<file path="src/rtl/pipe_pkg.sv">
// rtl/pipe_pkg.sv - shared constants, pointer-width helper and ID->EX bundle type
package pipe_pkg;

    localparam int PIPE_MAX_DEPTH = 8;

    // Pointer width for a buffer of the given depth; a 1-entry buffer still
    // gets a 1-bit pointer so every vector stays legal.
    function automatic int ptr_w(input int depth);
        return (depth > 1) ? $clog2(depth) : 1;
    endfunction

    localparam int PIPE_PTR_W = ptr_w(PIPE_MAX_DEPTH);
    typedef logic [PIPE_PTR_W-1:0] ptr_t;

    typedef struct packed {
        logic [31:0] pc;
        logic [31:0] op_a;
        logic [31:0] op_b;
        logic [15:0] imm;
        logic [4:0]  rd;
        logic [4:0]  alu_op;
        logic        mem_rd;
        logic        mem_wr;
        logic        reg_wr;
        logic        branch;
        logic        jump;
        logic        valid;
    } id_ex_bundle_t;

    localparam int ID_EX_WIDTH = $bits(id_ex_bundle_t);

endpackage

</file>
<file path="src/rtl/pipe_buf_mem.sv">
// rtl/pipe_buf_mem.sv - DEPTH x WIDTH register array, one write port, async read
//
// Ports:
//   clk        rising-edge clock
//   i_wr_en    write strobe
//   i_wr_addr  write index (0..DEPTH-1)
//   i_wr_data  write payload
//   i_rd_addr  read index (0..DEPTH-1)
//   o_rd_data  combinational read payload
module pipe_buf_mem
    import pipe_pkg::*;
#(
    parameter int WIDTH = 128,
    parameter int DEPTH = 2,
    parameter int AW    = ptr_w(DEPTH)
) (
    input  logic             clk,
    input  logic             i_wr_en,
    input  logic [AW-1:0]    i_wr_addr,
    input  logic [WIDTH-1:0] i_wr_data,
    input  logic [AW-1:0]    i_rd_addr,
    output logic [WIDTH-1:0] o_rd_data
);

    // Storage carries no reset: contents are only observed behind a valid count.
    logic [WIDTH-1:0] r_mem [DEPTH];

    always_ff @(posedge clk) begin
        if (i_wr_en) begin
            r_mem[i_wr_addr] <= i_wr_data;
        end
    end

    assign o_rd_data = r_mem[i_rd_addr];

endmodule

</file>
<file path="src/rtl/pipe_stage_buf.sv">
// rtl/pipe_stage_buf.sv - elastic valid/ready pipeline stage buffer with flush
//
// Optional feature macro: PIPE_STAGE_BUF_PERF_EN (upstream stall counter).
//
// Ports:
//   clk          rising-edge clock
//   rst_n        asynchronous active-low reset
//   flush_i      synchronous flush, drops all entries
//   in_valid_i   upstream payload valid
//   in_ready_o   buffer can accept this cycle (registered state only)
//   in_data_i    upstream payload
//   out_valid_o  head entry valid
//   out_ready_i  downstream accepts head
//   out_data_o   head payload, NOP_PAYLOAD when empty
//   count_o      current occupancy
//   stall_cnt_o  saturating count of cycles upstream was held off
module pipe_stage_buf
    import pipe_pkg::*;
#(
    parameter int               WIDTH       = 128,
    parameter int               DEPTH       = 2,
    parameter logic [WIDTH-1:0] NOP_PAYLOAD = '0
) (
    input  logic                       clk,
    input  logic                       rst_n,
    input  logic                       flush_i,
    input  logic                       in_valid_i,
    output logic                       in_ready_o,
    input  logic [WIDTH-1:0]           in_data_i,
    output logic                       out_valid_o,
    input  logic                       out_ready_i,
    output logic [WIDTH-1:0]           out_data_o,
    output logic [$clog2(DEPTH+1)-1:0] count_o,
    output logic [31:0]                stall_cnt_o
);

    localparam int AW = ptr_w(DEPTH);
    localparam int CW = $clog2(DEPTH+1);

    logic [AW-1:0]    r_wr_ptr;
    logic [AW-1:0]    r_rd_ptr;
    logic [CW-1:0]    r_count;
    logic             w_push;
    logic             w_pop;
    logic [WIDTH-1:0] w_rd_data;

    function automatic logic [AW-1:0] ptr_inc(input logic [AW-1:0] p);
        return (p == AW'(DEPTH-1)) ? '0 : p + AW'(1);
    endfunction

    // Both handshake flags come from the registered count, so backpressure
    // never forms a combinational path from out_ready_i to in_ready_o.
    assign in_ready_o  = (r_count < CW'(DEPTH));
    assign out_valid_o = (r_count != '0);
    assign w_push      = in_valid_i & in_ready_o;
    assign w_pop       = out_valid_o & out_ready_i;

    pipe_buf_mem #(
        .WIDTH (WIDTH),
        .DEPTH (DEPTH),
        .AW    (AW)
    ) u_mem (
        .clk       (clk),
        .i_wr_en   (w_push & ~flush_i),
        .i_wr_addr (r_wr_ptr),
        .i_wr_data (in_data_i),
        .i_rd_addr (r_rd_ptr),
        .o_rd_data (w_rd_data)
    );

    assign out_data_o = out_valid_o ? w_rd_data : NOP_PAYLOAD;
    assign count_o    = r_count;

    always_ff @(posedge clk or negedge rst_n) begin
        if (!rst_n) begin
            r_wr_ptr <= '0;
            r_rd_ptr <= '0;
            r_count  <= '0;
        end else if (flush_i) begin
            // A pop in this cycle still completes downstream; a push is dropped.
            r_wr_ptr <= '0;
            r_rd_ptr <= '0;
            r_count  <= '0;
        end else begin
            if (w_push) begin
                r_wr_ptr <= ptr_inc(r_wr_ptr);
            end
            if (w_pop) begin
                r_rd_ptr <= ptr_inc(r_rd_ptr);
            end
            case ({w_push, w_pop})
                2'b10:   r_count <= r_count + CW'(1);
                2'b01:   r_count <= r_count - CW'(1);
                default: r_count <= r_count;
            endcase
        end
    end

`ifdef PIPE_STAGE_BUF_PERF_EN
    logic [31:0] r_stall_cnt;

    // Survives flush on purpose: it measures backpressure over the whole run.
    always_ff @(posedge clk or negedge rst_n) begin
        if (!rst_n) begin
            r_stall_cnt <= '0;
        end else if (in_valid_i && !in_ready_o && (r_stall_cnt != '1)) begin
            r_stall_cnt <= r_stall_cnt + 32'd1;
        end
    end

    assign stall_cnt_o = r_stall_cnt;
`else
    assign stall_cnt_o = '0;
`endif

endmodule

</file>
<file path="config.mk">
export PLATFORM = sky130hd
export DESIGN_NAME = pipe_stage_buf
export DESIGN_NICKNAME = d
export VERILOG_FILES = /design/src/rtl/pipe_pkg.sv /design/src/rtl/pipe_buf_mem.sv /design/src/rtl/pipe_stage_buf.sv
export SDC_FILE = /design/constraint.sdc
export NUM_CORES = 1
export LEC_CHECK = 0
export BUFFER_PORTS_ARGS = -buffer_cell sky130_fd_sc_hd__buf_2
export CAP_MARGIN = 40
export CORE_MARGIN = 10
export CORE_UTILIZATION = 45
export DETAILED_ROUTE_END_ITERATION = 8
export PLACE_DENSITY = 0.79
export SLEW_MARGIN = 40
export SYNTH_ARGS = -nofsm -noshare
export SYNTH_HDL_FRONTEND = slang
export SYNTH_SLANG_ARGS = --single-unit
</file>
<file path="constraint.sdc">
create_clock -name clk -period 26.9 [get_ports clk]
set_input_delay 2.69 -clock clk [delete_from_list [all_inputs] [get_ports clk]]
set_output_delay 2.69 -clock clk [all_outputs]
set_load 0.005 [all_outputs]
</file>
# Word level (Yosys, flattened, before mapping)

Memories as Yosys holds them, arrays and structs flattened.
Cells that the tools add are included.

Bits in registers: 4
Latch bits: 0
Bits in writable memories: 256
Memory bits (read-only): 0
Input bits: 133
Logic and storage cells: 30
Memories: 1

Add/sub/neg operators: 4
Multipliers: 0
Divide/modulo/power cells: 0
Order comparisons: 1
Eq/ne operators: 2
Shifts and indexed selects: 0
Multiplexer cells: 11
Bitwise logic cells: 4
Reductions and logical operators: 4

Memory list:

| memory      | words | width | read ports | clocked after memory_dff | write ports | line               | source |
|---|---|---|---|---|---|---|---|
| u_mem.r_mem | 2     | 128   | 1          | 0                        | 1           | pipe_buf_mem.sv:26 | `logic [WIDTH-1:0] r_mem [DEPTH];` |

Operators by type and width:

| operator                                         | number |
|---|---|
| two-way mux 128 bit                              | 1 |
| two-way mux 1 bit                                | 8 |
| nonzero test 2 bit                               | 3 |
| case mux 2 bit (2 select lines)                  | 1 |
| bitwise AND 1 bit                                | 3 |
| nonzero test 3 bit                               | 1 |
| adder 1 bit, second input constant               | 2 |
| adder 2 x 1 -> 2 bit, second input constant      | 1 |
| == test 2 x 1 -> 1 bit, second input constant    | 1 |
| == test 2 bit, second input constant             | 1 |
| < comparator 2 bit, second input constant        | 1 |
| two-way mux 2 bit                                | 1 |
| subtractor 2 x 1 -> 2 bit, second input constant | 1 |
| inverter 1 bit                                   | 1 |

# Depth between registers and ports, before layout

Word-level depth: 5
Gate-level depth with buffers: 5
Gate-level depth less buffers: 3

# Modules after synthesis

From an unflattened synthesis, not the netlist that was laid out.

Cell total of the unflattened synthesis: 597
Area total of the unflattened synthesis: 10948.0 um^2

Modules (own cells, without submodules):

| module         | instances | cells an instance | area each (um^2) |
|---|---|---|---|
| pipe_buf_mem   | 1         | 400               | 9318.9 |
| pipe_stage_buf | 1         | 197               | 1629.1 |

# Worst setup path after synthesis

OpenSTA, ideal clock, no wires.

Path kind: input to register
Start: input port in_valid_i
End: memory u_mem.r_mem[1][0] (enable)
Arrival time: 12102 ps
Data required time: 26102 ps
Slack: 14000 ps
Cell stages on the path: 2
Path through: nand2b_1 -> nor3b_1

Cells in the longest elaborated chain, start to end: 4

Ends and longest elaborated chain:

| element                                 | line                 | source |
|---|---|---|
| start, declared                         | pipe_stage_buf.sv:27 | `input logic in_valid_i,` |
| bitwise AND 1 bit                       | pipe_stage_buf.sv:55 | `assign w_push = in_valid_i & in_ready_o;` |
| bitwise AND 1 bit                       | pipe_stage_buf.sv:64 | `.i_wr_en (w_push & ~flush_i),` |
| two-way mux 1 bit                       | pipe_buf_mem.sv:29   | `if (i_wr_en) begin` |
| two-way mux 1 bit (not written as such) | pipe_buf_mem.sv:30   | `r_mem[i_wr_addr] <= i_wr_data;` |
| end, declared                           | pipe_buf_mem.sv:26   |  |

Every way passes these cells.

# Final worst setup path

Start: register r_rd_ptr
End: output port out_data_o[103]

Cells in the longest elaborated chain, start to end: 2

Ends and longest elaborated chain:

| element                | line                 | source |
|---|---|---|
| start, declared        | pipe_stage_buf.sv:41 | `logic [AW-1:0] r_rd_ptr;` |
| start signal, assigned | pipe_stage_buf.sv:89 | `r_rd_ptr <= ptr_inc(r_rd_ptr);` |
| memory (2 x 128 bit)   | --                   |  |
| two-way mux 128 bit    | pipe_stage_buf.sv:71 | `assign out_data_o = out_valid_o ? w_rd_data : NOP_PAYLOAD;` |
| end, declared          | pipe_stage_buf.sv:32 | `output logic [WIDTH-1:0] out_data_o,` |

Every way passes these cells.

==> key figures <==
Run status
  • Status: finished clean

Timing
  • RSZ-0062 raised after global routing: no
  • Final hold violations: 0
  • Setup TNS: 0 ns
  • Clk_skew: 0.00864 ns
  • # setup viols final: 0
  • Min Hold Slack: roughly 0.6 ns
  • Final slew viol count: 0
  • Tmin final: roughly 5 ns
  • Final period util: 0.189
  • Relative slew slack: 0.457
  • Measured slew at the worst slew-check pin: about 0.8 ns
  • FMAX: just under 200 MHz

Detailed routing
  • DR pass1 iterations: 4
  • Wire length per cell: around 19 um
  • Final ANT Viol Nets: 0
  • Via/cell ratio: 4.82
  • Initial DRC count: 292
  • Final wirelength: approximately 22 mm
  • Via Count: about 5.7k
  • Highest Signal Layer: met5
  • Met2 routed WL: approximately 11 mm
  • # DRC: 0
  • Detailed route wirelength on metal3: roughly 2.4 mm
  • Wl on met1: 8.30 mm

Clock network
  • Setup repair bufs after CTS: 0
  • CTS Buf Count: 27
  • CTS tree: built
  • Max clock buf depth: 3
  • Worst-Skew Late Latency: approximately 0.52 ns
  • Clock Tree Root: clkbuf_16
  • H-tree levels: 1
  • CTS sink count: 260
  • Reg clk slew, reported paths: approximately 0.060 ns
  • Post-CTS Resized: 0
  • CTS Hold Bufs: 0

Yosys
  • Mapped Area: roughly 0.01 mm2
  • Unique masters post-synth: 20
  • Post-Syn Area per Cell: 17.2 um2
  • Synth Instances: just under 600
  • Yosys reg bits: 260
  • Sequential element share of the synthesized area: 0.761
  • Yosys warning count: 0

Pwr
  • Peak VDD IR: ~0.046 mV
  • Power Density: 72.0 mW/mm2
  • Design Power: between 0.8 and 0.9 mW
  • Leak Pwr: about 4.7 nW

Finish
  • Final Non-Filler Cells: around 1.2k
  • Layout cell share with drive strength beyond 1: 0.352
  • Most frequent cells in the layout: 264 x buf_2, 256 x edfxtp_1, 130 x nor2_1
  • Register Area: a little under 0.008 mm2
  • Leading cell type in the layout, fill and taps excluded: buf_2
  • Multi-input gate area: approximately 0.002 mm2
  • Area Overhead vs Synth: 20.9%
  • Layout Nets: ~1.0k
  • # fillers: about 1.8k
  • Final Cell Area: ~0.012 mm2

Place
  • Inst Count DP: 1124
  • Placer Congestion: 0.755
  • HPWL after DPL: ~15 mm
  • Area after DPL: around 0.012 mm2
  • Port bufs: 264

Worst setup path
  • Buf/Inv on CP: 2
  • Worst-path fanout max: 54
  • Worst path top cell family by delay: buffers and inverters
  • Register-to-Register Path Depth: 4
  • Crit-path slowest cell: dfrtp_4
  • Critical Path Sink Type: output pin
  • WS Path Type: flip-flop to output pin
  • WP depth: 4
  • Cells along the critical path: buf_6 -> mux2i_1 -> nor2_1 -> buf_2
  • Startpoint types: flip-flop
  • Critical Path RT: between 20 and 25 ns
  • Crit path DAT: approximately 2.4 ns
  • Max stage delay on crit path: 0.68 ns

Floorplanning
  • Row cnt: 55
  • Starting Density: 0.455
  • Width of the die: ~170 um
  • Core area: about 0.023 mm2
  • Die area: about 0.029 mm2
  • Die H: 171 um
  • # IOs: about 300

Worst hold path
  • Worst hold path type: flip-flop to flip-flop
  • Hold Path Cell Cnt: 2

Global route
  • Initial antenna violation count: 6
  • Grt ovf: 0
  • Total GRT Usage: 0.141
  • Vias in the first global route: 5875
  • First-pass GRT wire length: between 30 and 40 mm
  • Pin count of the biggest net entering global routing: 75

Run
  • Number of max-cap violations: 0
==> layer usage <==
| metal | GRT usage | vias to the layer above |
|---|---|---|
| met4 | 0.0378 | 8 |
| met2 | 0.242 | 242 |
| met1 | 0.159 | 2697 |
| met5 | 0 | - |
| met3 | 0.0588 | 38 |
| li1 | - | 2665 |
==> final cells by class <==
cell class,instances,area share
Timing Repair Buffer,272,0.113
Clock inverter,16,0.0103
Sequential cell,260,0.630
Antenna cell,2,0.000404
Clock buffer,31,0.0558
Multi-Input combinational cell,305,0.162
Tap cell,285,0.0288
Inverter,2,0.000607
==> per-stage QoR <==
step	worst slack, ns	utilization
3_5_place_dp	22.00	0.513
3_3_place_gp	21.77	0.513
6_report	21.82	0.550
5_1_grt	21.66	0.550
2_1_floorplan	14.00	-
4_1_cts	21.75	0.550
==> logic make-up (layout without fill, tap and decap cells) <==
logic type / after synthesis / after routing / share of synthesized area
flops: 260 / 260 / 0.761
simple gates: 138 / 138 / 0.0521
mux: 129 / 129 / 0.126
buf+inv: 63 / 321 / 0.0571
compound gates: 4 / 4 / 0.00196
xor+xnor: 2 / 2 / 0.00171
other cells: 1 / 34 / 0.000366
==> path summary, 6_finish.rpt <==
path / from / slack, ns / endpoint
min reg2reg: r_wr_ptr$_DFFE_PN0P_ / 0.61 / r_wr_ptr$_DFFE_PN0P_
max reg2reg: count_o[1]$_DFFE_PN0P_ / 24.21 / u_mem.r_mem[1][78]$_DFFE_PP_
min: r_wr_ptr$_DFFE_PN0P_ / 0.61 / r_wr_ptr$_DFFE_PN0P_
max in group asynchronous: rst_n / 24.78 / r_rd_ptr$_DFFE_PN0P_
min in group asynchronous: rst_n / 1.98 / count_o[1]$_DFFE_PN0P_
max: r_rd_ptr$_DFFE_PN0P_ / 21.82 / out_data_o[103]
==> report_power, final <==
part / internal [mW] / total (mW) / switching [mW]
logic: 0.0313 / 0.0756 / 0.0443
registers: 0.464 / 0.469 / 0.00520
clock network: 0.202 / 0.346 / 0.144
==> synthesized netlist by cell type (all sizes together) <==
library cell / count / area, um2
mux2i: 128 / 1280
nor2: 131 / 492
inv: 2 / 7.51
nand2: 1 / 3.75
edfxtp: 256 / 7690
o21ai: 2 / 10.0
buf: 60 / 573
nand2b: 2 / 12.5
nor3b: 1 / 7.51
nor3: 1 / 5.00
a21oi: 2 / 10.0
conb: 1 / 3.75
clkbuf: 1 / 3.75
nor2b: 2 / 12.5
xor2: 2 / 17.5
dfrtp: 4 / 100
mux2: 1 / 11.3
==> worst reg2reg max path, stage by stage, from the launching register on <==
cell,delay [ns]
dfrtp_1,0.46
nand2b_1,0.26
nor3b_2,0.21
buf_4,0.63
buf_6,0.69
==> sequential cells by signal (all words and copies together), names as in the netlist <==
name         flops
r_rd_ptr         1
r_wr_ptr         1
count_o          2
u_mem.r_mem    256
No activity file was read; power rests on OpenSTA's default activity.
